### config.mk
export PLATFORM = sky130hd
export DESIGN_NAME = delay_line_run_counter
export DESIGN_NICKNAME = d
export VERILOG_FILES = /design/src/rtl/delay_line_run_counter.sv
export SDC_FILE = /design/constraint.sdc
export NUM_CORES = 1
export LEC_CHECK = 0
export ABC_AREA = 0
export BUFFER_PORTS_ARGS = -buffer_cell sky130_fd_sc_hd__buf_2
export CAP_MARGIN = 20
export CORE_AREA = 2 2 42 44
export DETAILED_ROUTE_END_ITERATION = 12
export DIE_AREA = 0 0 44 46
export PLACE_DENSITY = 0.78
export SLEW_MARGIN = 10
export SYNTH_ARGS = -nofsm -noshare
export SYNTH_HDL_FRONTEND = slang
export SYNTH_SLANG_ARGS = --single-unit
### constraint.sdc
create_clock -name clk -period 2.7 [get_ports clk]
set_input_delay 0.27 -clock clk [delete_from_list [all_inputs] [get_ports clk]]
set_output_delay 0.27 -clock clk [all_outputs]
set_load 0.02 [all_outputs]
### src/rtl/delay_line_run_counter.sv
// Tracks the previous sample and the length of the current run of equal values.
module delay_line_run_counter #(
  parameter int unsigned WIDTH = 8,
  parameter int unsigned DELAY = 3,
  parameter int unsigned RUN_W = 3
) (
  input  logic             clk,
  input  logic             rst_n,
  input  logic             en,
  input  logic [WIDTH-1:0] data,
  output logic [WIDTH-1:0] prev,
  output logic [RUN_W-1:0] run_cnt,
  output logic             is_trans,
  output logic             is_succ
);

  localparam logic [RUN_W-1:0] RUN_MAX = RUN_W'(DELAY + 2);

  // Classify the current sample against the previous one
  always_comb begin
    is_trans = (data != prev);
    is_succ  = (data == WIDTH'(prev + WIDTH'(1)));
  end

  // Previous value and saturating run length, advanced only on enabled samples
  always_ff @(posedge clk or negedge rst_n) begin
    if (!rst_n) begin
      prev    <= '0;
      run_cnt <= '0;
    end else if (en) begin
      prev <= data;
      if (is_trans) begin
        run_cnt <= RUN_W'(1);
      end else if (run_cnt != RUN_MAX) begin
        run_cnt <= run_cnt + RUN_W'(1);
      end
    end
  end

endmodule

==> impl_metrics.env, run 1 <==
export IMPL_place_gp_congestion=0.833
export IMPL_synth_xor_area_share_pct=15.8
export IMPL_drt_total_wl_mm=1.62
export IMPL_io_pins=24
export IMPL_grt_max_degree=15
export IMPL_layout_min_cycle_time_ns=2.47
export IMPL_firstDrtPassIters=4
export IMPL_drt_iter0_drc=6
export IMPL_fin_nets=119
export IMPL_nFillCells=147
export IMPL_async_flop_share_pct=100
export IMPL_syn2layout_area_growth_pct=21.7
export IMPL_via_count=674
export IMPL_p_leak_nw=0.412
export IMPL_cp_data_required_time_ns=2.43
export IMPL_cp_cell_sequence="ha_1, nand3_2, xnor2_1, or3_1, a2111oi_2, buf_2"
export IMPL_crit_buf_inv=1
export IMPL_synth_top_cell_by_area="dfrtp_1"
export IMPL_synth_flop_cell="dfrtp_1"
export IMPL_synthCells=77
export IMPL_wl_per_cell_um=13.4
export IMPL_clock_tree_root_cell="clkbuf_4"
export IMPL_cts_tree="done"
export IMPL_r2r_cells=5
export IMPL_seq_area_um2=275
export IMPL_relSlewSlack_pct=68.4
export IMPL_setup_tns_ns=0
export IMPL_netSwitchingPower_w=0.000147
export IMPL_multi_input_comb_area_um2=484
export IMPL_r2r_start="prev[2]"
export IMPL_die_x_um=44
export IMPL_placed_cells=116
export IMPL_syn_cell_area_um2=778
export IMPL_die_area_um2=2020
export IMPL_rsz0062_at_grt="false"
export IMPL_pwr_share_comb_pct=30.9
export IMPL_clkLatencyLatePin_ns=0.27
export IMPL_drive_gt1_share_pct=37.5
export IMPL_ir_drop_mv=0.261
export IMPL_path_clk_slew_ns=0.06
export IMPL_ys_types=31
export IMPL_intPower_w=0.000296
export IMPL_synth_top_cells_by_count="dfrtp_1, xor2_1, mux2_2"
export IMPL_synth_avg_cell_area_um2=10.1
export IMPL_synthMuxAreaShare_pct=12.9
export IMPL_core_area_um2=1610
export IMPL_worstSetupPathType="reg -> out"
export IMPL_critical_path_top_delay_family="simple AND/OR/NAND/NOR gates"
export IMPL_start_util_pct=48.2
export IMPL_setup_viol=0
export IMPL_outcome="finished clean"
export IMPL_grt_pass1_wl_mm=2.72
export IMPL_min_to="prev[5]"
export IMPL_rr_endpoint="run_cnt[0]"
export IMPL_synth_fa_ha_area_share_pct=4.82
export IMPL_hold_depth=2
export IMPL_dp_final_hpwl_mm=1.29
export IMPL_yosys_top_cells_area="dfrtp_1, mux2_2, xor2_1, xnor2_1, ha_1"
export IMPL_h_tree_depth=1
export IMPL_end_kind="primary output"
export IMPL_cp_max_fo=7
export IMPL_pwr_share_seq_pct=44.6
export IMPL_tightest_slew_ns=0.472
export IMPL_die_h_um=46
export IMPL_grt_pass1_vias=614
export IMPL_fmax_mhz=405
export IMPL_antenna_found_initial=0
export IMPL_clock_sinks=11
export IMPL_ys_warn_count=0
export IMPL_ys_seq_elements=11
export IMPL_hold_class="in -> reg"
export IMPL_drc=0
export IMPL_track_usage_pct=18.8
export IMPL_antenna_cells=0
export IMPL_rrSetupSlack_ns=0.89
export IMPL_max_stage_delay_ns=0.44
export IMPL_crit_slowest_cell="dfrtp_1"
export IMPL_synth_compound_area_share_pct=12.5
export IMPL_num_rows=15
export IMPL_ant_nets=0
export IMPL_cts_buffer_depth=2
export IMPL_hp_start="data[5]"
export IMPL_report_final_slew_viol_count=0
export IMPL_timing_final_crit_share_pct=91.4
export IMPL_cts_repair_resized=0
export IMPL_powerDensity_nw_per_um2=467
export IMPL_clockPowerShare_pct=24.5
export IMPL_yosysMostFrequentCell="dfrtp_1"
export IMPL_via_per_inst=5.57
export IMPL_yosysSeqAreaShare_pct=35.4
export IMPL_numCtsBuffers=3
export IMPL_synth_top_family_by_area="simple AND/OR/NAND/NOR gates"
export IMPL_final_cells=121
export IMPL_crit_arrival_ns=2.20
export IMPL_drv_cap=0
export IMPL_critPathLaunchType="flop"
export IMPL_skew_ns=0.000289
export IMPL_synth_top_area_share_pct=35.4
export IMPL_place_port_buffers=23
export IMPL_hold_viol=0
export IMPL_synth_edf_count=0
export IMPL_synth_fp_nets=91
export IMPL_synthSimpleGateAreaFrac_pct=16.2
export IMPL_grt_overflow_total=0
export IMPL_switching_share_pct=33.2
export IMPL_post_cts_buffers=0
-- cell type report --
cell class | instances | area share, %
well taps | 17 | 2.25
repair buffers | 24 | 13.2
clock buffers | 4 | 2.77
flip-flops and latches | 11 | 29.1
multi-input cells | 61 | 51.1
inverters | 4 | 1.59
-- worst max-delay path by stage --
stage                       start       to  slack [ns]  depth (start not counted)
after global routing      prev[0]  is_succ        0.06                          6
final                     prev[1]  is_succ        0.23                          6
after detailed placement  prev[1]  is_succ        0.52                          6
after CTS                 prev[1]  is_succ        0.22                          6
after global placement    prev[0]  is_succ        0.59                          6
after floorplan           prev[1]  is_succ        0.41                          5
-- layout by cell type, fill, tap and decap left out, drive strengths merged --
master / n
nand4: 2
o22ai: 1
a21oi: 4
xor2: 9
a311oi: 1
mux2: 8
buf: 23
or3: 1
nand2b: 1
nand2: 5
dfrtp: 11
and3: 2
and2: 1
xnor2: 5
o21ai: 3
nand4b: 1
a2111oi: 1
nor2: 2
mux2i: 1
nor3: 1
o22a: 2
clkbuf: 4
dlygate4sd3: 1
or4: 2
nand3: 3
a31oi: 1
inv: 4
o32ai: 1
ha: 3
-- state kept, by name, indices dropped and copies added (netlist names) --
signal / cells
prev: 8
run_cnt: 3
-- layer usage --
layer | vias up | wire (µm) | track usage, %
met2 | 18 | 812 | 30.6
li1 | 337 | - | -
met3 | 5 | 60 | 2.38
met4 | 0 | 37 | 10.9
met5 | - | 0 | 0
met1 | 314 | 707 | 24.1
-- through the flow --
step / util (%) / total power [W] / instance area, µm² / setup slack, ns / hold WS, ns
after global routing: 58.7 / 0.000474 / 947 / 0.0553 / 0.253
after CTS: 58.7 / 0.000448 / 947 / 0.218 / 0.254
final: 58.7 / 0.000442 / 947 / 0.233 / 0.261
after floorplan: - / 0.000290 / 778 / 0.408 / -0.0256
after detailed placement: 56.4 / 0.000336 / 911 / 0.515 / 0.149
after global placement: 56.4 / 0.000331 / 911 / 0.592 / 0.148
-- logic make-up (layout without fill, tap and decap cells) --
group,after synthesis,count (layout)
compound gates,14,14
simple gates,21,21
xor+xnor,14,14
flops,11,11
buf+inv,5,32
mux,9,9
fa+ha+maj,3,3
-- repair_timing --
action                                  4_1_cts  5_1_grt
endpoints found under the setup margin        0        0
hold buffers                                  1        0
hold endpoints to repair                     11        0
-- power by group through the flow --
stage	registers [W]	clock network, W	logic, W
2_1_floorplan	0.000212	0	0.0000780
3_3_place_gp	0.000198	0	0.000132
3_5_place_dp	0.000200	0	0.000136
4_1_cts	0.000197	0.000114	0.000137
5_1_grt	0.000200	0.000124	0.000149
6_report	0.000197	0.000108	0.000137
(Power assumes the default switching activity.)
==> run 2: changes to the inputs <==
--- a/config.mk
+++ b/config.mk
@@ -14,3 +14,3 @@
 export PLACE_DENSITY = 0.78
-export SLEW_MARGIN = 10
+export SLEW_MARGIN = 20
 export SYNTH_ARGS = -nofsm -noshare
--- a/constraint.sdc
+++ b/constraint.sdc
@@ -3,2 +3,2 @@
 set_output_delay 0.27 -clock clk [all_outputs]
-set_load 0.02 [all_outputs]
+set_load 0.1 [all_outputs]
==> run 2 against run 1 <==
Core utilization grew 3.6 points. Non-clock buffer count stayed put. Die area stayed put. Via count rose by 0.74%. Largest power group is now combinational logic. Sequential power increased by 4%. Routed wire length up 3.0%. Final cell count unchanged. Clock power about the same. Worst hold slack improved by 0.0068 ns.
==> impl_metrics.env, run 2 (synthesis results as in run 1) <==
export IMPL_h_tree_depth=1
export IMPL_clkLatencyLatePin_ns=0.26
export IMPL_tightest_slew_ns=0.492
export IMPL_cts_buffer_depth=2
export IMPL_grt_overflow_total=0
export IMPL_drc=0
export IMPL_num_rows=15
export IMPL_rrSetupSlack_ns=0.83
export IMPL_placed_cells=116
export IMPL_path_clk_slew_ns=0.07
export IMPL_final_util_pct=62.3
export IMPL_die_x_um=44
export IMPL_clock_sinks=11
export IMPL_outcome="finished clean"
export IMPL_track_usage_pct=19.1
export IMPL_final_cells=121
export IMPL_total_power_w=0.000535
export IMPL_largest_register="prev"
export IMPL_final_common_cell="buf_2"
export IMPL_max_stage_delay_ns=0.52
export IMPL_end_kind="primary output"
export IMPL_cts_tree="done"
export IMPL_antenna_found_initial=0
export IMPL_netSwitchingPower_w=0.000228
export IMPL_drt_total_wl_mm=1.67
export IMPL_final_cell_mix="buf_2, xor2_1, mux2_2, dfrtp_4"
export IMPL_clockPowerShare_pct=20.0
export IMPL_pwr_share_seq_pct=38.3
export IMPL_grt_pass1_vias=642
export IMPL_cp_max_fo=7
export IMPL_r2r_start="prev[2]"
export IMPL_crit_slowest_cell="dfrtp_4"
export IMPL_post_cts_buffers=0
export IMPL_relSlewSlack_pct=67.4
export IMPL_via_count=679
export IMPL_setup_viol=0
export IMPL_intPower_w=0.000307
export IMPL_layout_min_cycle_time_ns=2.51
export IMPL_timing_final_crit_share_pct=93.1
export IMPL_fin_ws_ns=0.186
export IMPL_rsz0062_at_grt="false"
export IMPL_place_port_buffers=23
export IMPL_drv_cap=0
export IMPL_numCtsBuffers=3
export IMPL_report_final_slew_viol_count=0
export IMPL_p_leak_nw=0.407
export IMPL_skew_ns=0.00525
export IMPL_grt_max_degree=15
export IMPL_ir_drop_mv=0.331
export IMPL_crit_buf_inv=1
export IMPL_hp_start="data[5]"
export IMPL_cp_endpoint="is_succ"
export IMPL_hold_class="in -> reg"
export IMPL_pwr_share_comb_pct=41.7
export IMPL_place_ws_ns=0.377
export IMPL_hold_viol=0
export IMPL_cp_data_required_time_ns=2.43
export IMPL_cp_cell_sequence="ha_4, nand2b_1, mux2i_1, a21oi_1, o22a_1, a2111oi_4, clkbuf_4"
export IMPL_critical_path_depth=7
export IMPL_rr_endpoint="run_cnt[0]"
export IMPL_critical_path_top_delay_family="compound AO/OA/AOI/OAI gates"
export IMPL_start_util_pct=48.2
export IMPL_crit_arrival_ns=2.24
export IMPL_place_gp_congestion=0.888
export IMPL_firstDrtPassIters=4
export IMPL_switching_share_pct=42.7
export IMPL_r2r_cells=5
export IMPL_clock_tree_root_cell="clkbuf_4"
export IMPL_drive_gt1_share_pct=46.2
export IMPL_antenna_cells=0
export IMPL_via_per_inst=5.61
export IMPL_grt_pass1_wl_mm=2.80
export IMPL_top_regs="prev x8, run_cnt x3"
export IMPL_powerDensity_nw_per_um2=532
export IMPL_largest_reg_flops=8
export IMPL_dp_final_hpwl_mm=1.36
export IMPL_wl_per_cell_um=13.8
export IMPL_worstSetupPathType="reg -> out"
export IMPL_syn2layout_area_growth_pct=29.3
export IMPL_die_h_um=46
export IMPL_core_area_um2=1610
export IMPL_fin_hold_ws_ns=0.268
export IMPL_fmax_mhz=398
export IMPL_ant_nets=0
export IMPL_drt_iter0_drc=6
export IMPL_die_area_um2=2020
export IMPL_critPathLaunchType="flop"
export IMPL_io_pins=24
export IMPL_critical_path_startpoint="prev[1]"
export IMPL_fin_nets=119
==> run 2: changes by cell type in the layout (fill, tap and decap cells not counted) <==
cell | previous run | this run
dfrtp_4 | 0 | 6
clkbuf_4 | 3 | 4
xor2_2 | 0 | 1
xor2_1 | 9 | 8
ha_1 | 3 | 2
dfrtp_1 | 11 | 4
ha_4 | 0 | 1
a2111oi_4 | 0 | 1
a2111oi_2 | 1 | 0
buf_2 | 23 | 22
dfrtp_2 | 0 | 1
==> run 2: area by class of cell <==
cell class,count,area [µm²]
Sequential cell,11,299
Tap cell,17,21.3
Multi-Input combinational cell,61,517
Fill cell,149,608
Clock buffer,4,26.3
Inverter,4,15.0
Timing Repair Buffer,24,128
==> run 2: power groups by stage <==
stage                logic, W  clock network [W]  registers [W]
detailed placement   0.000223                  0       0.000208
global placement     0.000221                  0       0.000207
CTS                  0.000224           0.000113       0.000205
floorplan           0.0000870                  0       0.000298
global route         0.000238           0.000119       0.000208
finish               0.000223           0.000107       0.000205
==> run 2: through the flow <==
step / setup TNS (ns) / area (µm²)
2_1_floorplan: -0.189 / 827
3_3_place_gp: 0 / 960
3_5_place_dp: 0 / 960
4_1_cts: 0 / 996
5_1_grt: 0 / 1010
6_report: 0 / 1010
==> run 2: how the worst min path moves through the flow <==
| stage | cells past startpoint | slack (ns) | end |
|---|---|---|---|
| global placement | 1 | 0.15 | prev[3] |
| CTS | 2 | 0.26 | prev[5] |
| global route | 2 | 0.27 | prev[2] |
| detailed placement | 1 | 0.15 | prev[3] |
| floorplan | 0 | -0.03 | prev[5] |
| finish | 2 | 0.27 | prev[5] |
==> run 2: layer usage <==
| metal | part of all wire, % | GRT usage (%) | up-vias |
|---|---|---|---|
| met4 | 0.60 | 9.09 | 0 |
| met5 | 0 | 0 | - |
| met3 | 2.3 | 1.19 | 2 |
| met1 | 41 | 24.4 | 327 |
| met2 | 56 | 32.9 | 15 |
| li1 | - | - | 335 |
==> run 2: what timing repair did <==
action                                  CTS  global route
hold buffers                              1             0
gates resized for setup                   0             2
endpoints found under the setup margin    0             1
hold endpoints to repair                 11             0
